==> src/rtl/tt_rts_rtr_elastic_buf_pkg.sv <==
// Shared helpers for the RTS/RTR elastic buffer and its pointer counters.
package tt_rts_rtr_elastic_buf_pkg;

  // Pointer width for a modulo-n counter; at least one bit even when n is tiny.
  function automatic int unsigned ptr_width(input int unsigned n);
    return (n < 2) ? 1 : $clog2(n);
  endfunction

endpackage

==> src/rtl/tt_rts_rtr_wrap_ctr.sv <==
// Modulo-N up-counter with synchronous clear; wraps from N-1 to 0 explicitly,
// so N does not have to be a power of two.
module tt_rts_rtr_wrap_ctr
  import tt_rts_rtr_elastic_buf_pkg::*;
#(
  parameter int unsigned N = 2,
  localparam int unsigned W = ptr_width(N)
) (
  input  logic         clk_i,
  input  logic         reset_i,
  input  logic         clear_i,
  input  logic         inc_i,
  output logic [W-1:0] value_o
);

  logic [W-1:0] value_q;
  logic [W-1:0] value_d;

  always_comb begin
    value_d = value_q;
    if (clear_i) begin
      value_d = '0;
    end else if (inc_i) begin
      value_d = (value_q == W'(N - 1)) ? '0 : value_q + 1'b1;
    end
  end

  always_ff @(posedge clk_i) begin
    if (reset_i) begin
      value_q <= '0;
    end else begin
      value_q <= value_d;
    end
  end

  assign value_o = value_q;

endmodule

==> src/rtl/tt_rts_rtr_elastic_buf.sv <==
// Multi-entry RTS/RTR elastic buffer: flop-array FIFO whose o_rtr/o_rts come
// only from registered occupancy, with count, almost-full and flush.
module tt_rts_rtr_elastic_buf
  import tt_rts_rtr_elastic_buf_pkg::*;
#(
  parameter int unsigned WIDTH        = 1,
  parameter int unsigned DEPTH        = 2,
  parameter int unsigned AFULL_THRESH = DEPTH - 1,
  localparam int unsigned CW          = $clog2(DEPTH + 1)
) (
  input  logic             i_clk,
  input  logic             i_reset,
  input  logic             i_flush,
  input  logic             i_rts,
  output logic             o_rtr,
  input  logic [WIDTH-1:0] i_data,
  output logic             o_rts,
  input  logic             i_rtr,
  output logic [WIDTH-1:0] o_data,
  output logic [CW-1:0]    o_count,
  output logic             o_almost_full
);

  localparam int unsigned PW = ptr_width(DEPTH);

  logic [WIDTH-1:0] mem_q [DEPTH];
  logic [CW-1:0]    count_q;
  logic [CW-1:0]    count_d;
  logic [PW-1:0]    wr_ptr;
  logic [PW-1:0]    rd_ptr;
  logic             push;
  logic             pop;

  // Handshake: a word moves when the sender's rts and the receiver's rtr are
  // both high at a rising edge; the sender keeps rts/data stable until then.
  // A flush cycle moves nothing on either side.
  assign o_rtr = (count_q != CW'(DEPTH));
  assign o_rts = (count_q != '0);
  assign push  = i_rts && o_rtr && !i_flush;
  assign pop   = o_rts && i_rtr && !i_flush;

  tt_rts_rtr_wrap_ctr #(.N(DEPTH)) u_wr_ptr (
    .clk_i   (i_clk),
    .reset_i (i_reset),
    .clear_i (i_flush),
    .inc_i   (push),
    .value_o (wr_ptr)
  );

  tt_rts_rtr_wrap_ctr #(.N(DEPTH)) u_rd_ptr (
    .clk_i   (i_clk),
    .reset_i (i_reset),
    .clear_i (i_flush),
    .inc_i   (pop),
    .value_o (rd_ptr)
  );

  always_comb begin
    count_d = count_q;
    if (i_flush) begin
      count_d = '0;
    end else if (push && !pop) begin
      count_d = count_q + 1'b1;
    end else if (pop && !push) begin
      count_d = count_q - 1'b1;
    end
  end

  always_ff @(posedge i_clk) begin
    if (i_reset) begin
      count_q <= '0;
    end else begin
      count_q <= count_d;
    end
  end

  // Entries are cleared on reset so the head reads as zero until first written.
  always_ff @(posedge i_clk) begin
    if (i_reset) begin
      for (int i = 0; i < int'(DEPTH); i++) begin
        mem_q[i] <= '0;
      end
    end else if (push) begin
      mem_q[wr_ptr] <= i_data;
    end
  end

  assign o_data        = mem_q[rd_ptr];
  assign o_count       = count_q;
  assign o_almost_full = (count_q >= CW'(AFULL_THRESH));

  ap_out_hold: assert property (@(posedge i_clk) disable iff (i_reset)
    (o_rts && !i_rtr && !i_flush) |=> (o_rts && $stable(o_data)));

  ap_in_hold: assert property (@(posedge i_clk) disable iff (i_reset)
    (i_rts && !o_rtr) |=> (i_rts && $stable(i_data)));

  ap_count_max: assert property (@(posedge i_clk) disable iff (i_reset)
    (count_q <= CW'(DEPTH)));

endmodule

==> config.mk <==
export PLATFORM = sky130hd
export DESIGN_NAME = tt_rts_rtr_elastic_buf
export DESIGN_NICKNAME = d
export VERILOG_FILES = /design/src/rtl/tt_rts_rtr_elastic_buf_pkg.sv /design/src/rtl/tt_rts_rtr_wrap_ctr.sv /design/src/rtl/tt_rts_rtr_elastic_buf.sv
export SDC_FILE = /design/constraint.sdc
export NUM_CORES = 1
export LEC_CHECK = 0
export ABC_AREA = 1
export BUFFER_PORTS_ARGS = -buffer_cell sky130_fd_sc_hd__buf_2
export CORE_AREA = 2 2 39 41
export DETAILED_ROUTE_END_ITERATION = 8
export DIE_AREA = 0 0 41 43
export HOLD_SLACK_MARGIN = 0.05
export MAX_ROUTING_LAYER = met4
export PLACE_DENSITY = 0.51
export RECOVER_POWER = 25
export SLEW_MARGIN = 20
export SYNTH_ARGS = -nofsm -noshare
export SYNTH_HDL_FRONTEND = slang
export SYNTH_SLANG_ARGS = --single-unit
==> constraint.sdc <==
create_clock -name i_clk -period 2 [get_ports i_clk]
set_clock_uncertainty 0.1 [all_clocks]
set_input_delay 0.2 -clock i_clk [delete_from_list [all_inputs] [get_ports i_clk]]
set_output_delay 0.2 -clock i_clk [all_outputs]
set_load 0.02 [all_outputs]
* Word level (Yosys, flattened, before mapping) *
Memory sizes are Yosys's and may differ from the RTL's. A register that Yosys moved wholly into a read port is not among the register bits.
Cells that the tools add are included.

operators by class
  add/subtract/negate cells = 4
  reduce and logical (&&, ||, !) cells = 13
  multiplexer cells = 14
  equality and inequality tests = 1
  magnitude comparators = 1

operators by type and width
  operator                                                           number
  two-way mux 1 bit                                                  12
  logical AND 1 bit                                                  6
  two-way mux 2 bit                                                  2
  nonzero test 2 bit                                                 2
  zero test 1 bit                                                    3
  adder 1 bit, second input constant                                 2
  adder 2 x 1 -> 2 bit, second input constant                        1
  greater-or-equal comparator 2 x 1 -> 1 bit, second input constant  1
  inequality test 2 bit, second input constant                       1
  OR reduction 2 bit                                                 1
  subtractor 2 x 1 -> 2 bit, second input constant                   1
  OR reduction 1 bit                                                 1

word-level totals
  register bits = 4
  logic and storage cells = 37
  memory bits (writable) = 2
  output and inout port bits = 6
  memories = 1
  input bits = 6

memories
  name   depth  bits a word  read ports  clocked after memory_dff  wr ports  line                          RTL
  mem_q  2      1            1           1                         2         tt_rts_rtr_elastic_buf.sv:26  logic [WIDTH-1:0] mem_q [DEPTH];

* Logic depth before layout (Yosys ltp) *
  depth after elaboration = 8
  gate-level depth with buffers = 9
  mapped depth without buffers = 9

* Modules after synthesis *
Synthesis repeated with hierarchy kept, for this count alone.

unflattened totals
  cells, all modules = 58
  area, all modules = 389.1 sq um

by module, submodules not included
  module                  area an instance (sq um)  sequential area each (sq um)  cells each  times used
  tt_rts_rtr_elastic_buf  306.5                     100.1                         46          1
  tt_rts_rtr_wrap_ctr     41.3                      20.0                          6           2

* Worst setup path before layout *
No wires, ideal clock.

  kind = reg2reg
  from = register count_q[0], in the netlist o_count[0]
  to = register count_q[1], in the netlist o_count[1]
  setup slack = 0.171 ns
  buffers on the path = 0
  arrival = 1.621 ns
  library setup time = 0.109 ns
  period minus slack after synthesis = 1.829 ns
  cell stages (with the launch flop) = 10
  required time = 1.791 ns
  path through = dfxtp_1 -> inv_1 -> ha_1 -> inv_1 -> nand3_2 -> ha_1 -> inv_1 -> o21a_1 -> nand2_1 -> inv_1

on the way
  cells in the longest elaborated chain, start to end = 6
  elaborated cells on any way between the ends = 15
  classes of those cells = add/sub (2); eq/ne (1); mux (2); reduce/logical (10)

ends and longest elaborated chain
  item                                                     line                          RTL
  start, declared                                          tt_rts_rtr_elastic_buf.sv:27  logic [CW-1:0] count_q;
  start signal, assigned                                   tt_rts_rtr_elastic_buf.sv:73  count_q <= count_d;
  nonzero test 2 bit *                                     tt_rts_rtr_elastic_buf.sv:38  assign o_rts = (count_q != '0);
  net o_rts                                                tt_rts_rtr_elastic_buf.sv:17  output logic o_rts,
  logical AND 1 bit * (2 in series)                        tt_rts_rtr_elastic_buf.sv:40  assign pop = o_rts && i_rtr && !i_flush;
  zero test 1 bit                                          tt_rts_rtr_elastic_buf.sv:62  end else if (push && !pop) begin
  logical AND 1 bit                                        tt_rts_rtr_elastic_buf.sv:62
  two-way mux 2 bit or nonzero test 2 bit (tied branches)  --

Mark *: on every way through the listed nets, which the timed path passes. The rest lies on a longest branch. The select of a mux whose other input is x is not followed.
A chain may end at the register's enable or synchronous reset.

* Worst setup path in the final report *
  from = register count_q[0], in the netlist o_count[0]
  to = register count_q[1], in the netlist o_count[1]

on the way
  cells in the longest elaborated chain, start to end = 6
  elaborated cells on any way between the ends = 15
  classes of those cells = add/sub (2); eq/ne (1); mux (2); reduce/logical (10)

ends and longest elaborated chain
  item                                 line                          RTL
  inequality test 2 bit *              tt_rts_rtr_elastic_buf.sv:37  assign o_rtr = (count_q != CW'(DEPTH));
  logical AND 1 bit * (2 in series)    tt_rts_rtr_elastic_buf.sv:39  assign push = i_rts && o_rtr && !i_flush;
  net push                             tt_rts_rtr_elastic_buf.sv:31  logic push;
  zero test 1 bit                      tt_rts_rtr_elastic_buf.sv:64  end else if (pop && !push) begin
  logical AND 1 bit                    tt_rts_rtr_elastic_buf.sv:64
  nonzero test 2 bit (no source line)  --

Marked as above.

==> impl_metrics.prom <==
# TYPE chip_impl_metric gauge
chip_impl_metric{name="max_clock_freq",unit="GHz"} 0.6101
chip_impl_metric{name="finalWirelength",unit="um"} 713
chip_impl_metric{name="numClockSinks",unit=""} 7
chip_impl_metric{name="grt.overflow.total",unit=""} 0
chip_impl_metric{name="post_cts_hold_buffer_count",unit=""} 0
chip_impl_info{name="hold_class",value="in2reg"} 1
chip_impl_metric{name="first_iter_violations",unit=""} 3
chip_impl_metric{name="filler_cell_count",unit=""} 164
chip_impl_metric{name="starting_utilization_of_the_core_area",unit="%"} 29.66
chip_impl_info{name="status",value="finished, final reports clean"} 1
chip_impl_metric{name="report.final.setup_viol",unit=""} 0
chip_impl_metric{name="grt_pass1_vias",unit=""} 321
chip_impl_info{name="final_cell_mix",value="sky130_fd_sc_hd__inv_1, sky130_fd_sc_hd__buf_2, sky130_fd_sc_hd__nand2_1"} 1
chip_impl_metric{name="antenna_cells_inserted",unit=""} 0
chip_impl_info{name="critical_path.endpoint_type",value="flop"} 1
chip_impl_metric{name="ys_seq_area_share",unit="%"} 39.02
chip_impl_metric{name="boundaryPins",unit=""} 12
chip_impl_metric{name="number_of_flops_mapped_to_enable_cells_by_yosys",unit=""} 2
chip_impl_metric{name="floorplan.die_area",unit="sq um"} 1763
chip_impl_info{name="critPathLaunchType",value="flop"} 1
chip_impl_metric{name="clock_tree.htree_level_count",unit=""} 1
chip_impl_metric{name="grt_start_max_net_pins",unit=""} 6
chip_impl_metric{name="route.detailed.wl_per_inst",unit="um"} 8.695
chip_impl_metric{name="layout-drive-gt1-share",unit="%"} 30.30
chip_impl_info{name="hold_path.startpoint",value="i_reset"} 1
chip_impl_metric{name="clkSlewWorstSetupHoldPaths",unit="ps"} 60
chip_impl_metric{name="post-cts-setup-buffer-count",unit=""} 0
chip_impl_metric{name="final.period_utilization",unit="%"} 81.96
chip_impl_metric{name="grt_antenna_before_repair",unit=""} 0
chip_impl_metric{name="final_nets",unit=""} 77
chip_impl_metric{name="synthesis.instances",unit=""} 51
chip_impl_info{name="critPathKind",value="reg2reg"} 1
chip_impl_info{name="holdPathEnd",value="u_wr_ptr.value_o"} 1
chip_impl_metric{name="hpwl_reported_at_the_end_of_detailed_placement",unit="um"} 562.1
chip_impl_info{name="cts_tree",value="built"} 1
chip_impl_info{name="cts-root-buf",value="sky130_fd_sc_hd__clkbuf_4"} 1
chip_impl_metric{name="timing_hold_violations_final",unit=""} 0
chip_impl_metric{name="finalNonFillerCells",unit=""} 82
chip_impl_metric{name="regToRegSetupSlack",unit="ps"} 360
chip_impl_metric{name="static-leakage-power",unit="nW"} 0.2492
chip_impl_info{name="synthFlopType",value="sky130_fd_sc_hd__dfxtp_1"} 1
chip_impl_metric{name="power_density",unit="nW/um^2"} 691.5
chip_impl_info{name="reg2reg_from",value="o_count[0]"} 1
chip_impl_metric{name="yosysTopAreaCellShare",unit="%"} 24.39
chip_impl_metric{name="drt_drc_violations_left",unit=""} 0
chip_impl_metric{name="placementRows",unit=""} 14
chip_impl_metric{name="final_core_utilization",unit="%"} 36.26
chip_impl_info{name="grt_setup_unrepaired",value="false"} 1
chip_impl_metric{name="post-route-min-period",unit="ps"} 1639
chip_impl_metric{name="via_per_inst",unit=""} 4.073
chip_impl_metric{name="maxSlewViolCount",unit=""} 0
chip_impl_metric{name="clk_latency",unit="ps"} 250
chip_impl_metric{name="hold_path_depth",unit=""} 4
chip_impl_metric{name="timing.max_cap.violations",unit=""} 0
chip_impl_metric{name="global_route_wire_length_before_repair",unit="um"} 1290
chip_impl_metric{name="place_inst",unit=""} 78
chip_impl_metric{name="chipWidth",unit="um"} 41
chip_impl_info{name="synth_top_cell_by_area",value="sky130_fd_sc_hd__dfxtp_1"} 1
chip_impl_metric{name="post_cts.resized_instances",unit=""} 0
chip_impl_metric{name="cp.required",unit="ps"} 2060
chip_impl_metric{name="syn2layout_area_growth",unit="%"} 22.26
chip_impl_metric{name="synth_fp_nets",unit=""} 61
chip_impl_metric{name="postSynthAreaPerCell",unit="sq um"} 8.047
chip_impl_metric{name="number_of_synthesized_register_bits",unit=""} 7
chip_impl_metric{name="async_reset_ff_share",unit="%"} 0
chip_impl_metric{name="yosys_warnings",unit=""} 0
chip_impl_metric{name="firstDrtPassIters",unit=""} 3
chip_impl_metric{name="crit_fanout",unit=""} 5
chip_impl_metric{name="fin_setup_tns",unit="ps"} 0
chip_impl_metric{name="core-area",unit="sq um"} 1384
chip_impl_metric{name="clk_path_buf_depth",unit=""} 2
chip_impl_metric{name="ant_nets",unit=""} 0
chip_impl_metric{name="synth_cell_types",unit=""} 18
chip_impl_metric{name="peakVddDrop",unit="uV"} 216.9
chip_impl_metric{name="gp_routability_congestion",unit=""} 0.7126
chip_impl_metric{name="synthesis.area",unit="sq um"} 410.4
chip_impl_info{name="crit_start",value="o_count[0]"} 1
chip_impl_info{name="layout.cells.most_common",value="sky130_fd_sc_hd__inv_1"} 1
chip_impl_info{name="synth.top_cells.by_area",value="sky130_fd_sc_hd__dfxtp_1, sky130_fd_sc_hd__edfxtp_1, sky130_fd_sc_hd__ha_1, sky130_fd_sc_hd__inv_1, sky130_fd_sc_hd__nand2_1"} 1
chip_impl_metric{name="place.port_buffers",unit=""} 11
chip_impl_metric{name="vias",unit=""} 334
chip_impl_metric{name="r2r_cells",unit=""} 8
chip_impl_metric{name="tritoncts.num_buffers",unit=""} 3
chip_impl_metric{name="tightest_slew",unit="ps"} 267.0
chip_impl_metric{name="chipHeight",unit="um"} 43
chip_impl_metric{name="timing.max_slew.rel_slack",unit="%"} 82.13
chip_impl_metric{name="worst_path_arrival_time",unit="ps"} 1700
chip_impl_metric{name="grt_usage",unit="%"} 12.14
chip_impl_info{name="worstReg2RegEnd",value="o_count[1]"} 1
chip_impl_metric{name="hold-worst-slack",unit="ps"} 138.0
metal layers:
layer	GRT usage (%)	share of wire, %
met5	-	0
met4	12.00	1.8
met3	4.712	6.9
met2	14.06	45
met1	14.79	46
cells in the mapped netlist (2+ instances only):
master and number:
sky130_fd_sc_hd__inv_1 11, sky130_fd_sc_hd__nor2_1 6, sky130_fd_sc_hd__nand2_2 2, sky130_fd_sc_hd__ha_1 4, sky130_fd_sc_hd__nor2_2 2, sky130_fd_sc_hd__nand3_2 2, sky130_fd_sc_hd__dfxtp_1 5, sky130_fd_sc_hd__nand2_1 8
sky130_fd_sc_hd__edfxtp_1 2
cells by family after synthesis:
logic type / Yosys count / synth area share [%]
simple gates: 24 / 30.79
buf+inv: 12 / 10.97
flops: 7 / 39.03
fa+ha+maj: 4 / 12.20
compound gates: 3 / 4.267
mux: 1 / 2.744
report_power, final:
group / switching [mW] / internal [mW]
registers: 0.00268 / 0.151
clock network: 0.0575 / 0.0765
logic: 0.0372 / 0.0218
critical path: stages (launching register included):
cell	delay (ps)
sky130_fd_sc_hd__dfxtp_1	320
sky130_fd_sc_hd__inv_1	90
sky130_fd_sc_hd__ha_1	240
sky130_fd_sc_hd__nor2_1	250
sky130_fd_sc_hd__ha_1	300
sky130_fd_sc_hd__inv_1	80
sky130_fd_sc_hd__nand3_1	70
sky130_fd_sc_hd__nand2_1	50
sky130_fd_sc_hd__inv_1	30
how the worst max path moves through the flow:
stage and end:
5_1_grt o_count[1], 6_report o_count[1], 3_5_place_dp o_count[1], 4_1_cts o_count[1]
3_3_place_gp o_count[1], 2_1_floorplan o_count[1]
cell type report:
class	count	area [sq um]	area share [%]
clock buffer	4	26.28	5.237
inverter	12	45.04	8.978
multi-input combinational	32	197.7	39.40
sequential	7	160.2	31.92
tap	16	20.02	3.990
timing repair buffer	11	52.55	10.47
through the flow:
step                      area (sq um)  setup slack, ps  power, mW
after detailed placement         485.5            383.3     0.2191
after CTS                        511.7            379.4     0.3595
after global placement           485.5            410.9     0.2187
after floorplan                  410.4            170.6     0.1991
after global routing             501.7            205.1     0.3739
final                            501.7            360.8     0.3469
Note: power is estimated with default switching activity, not from simulation.
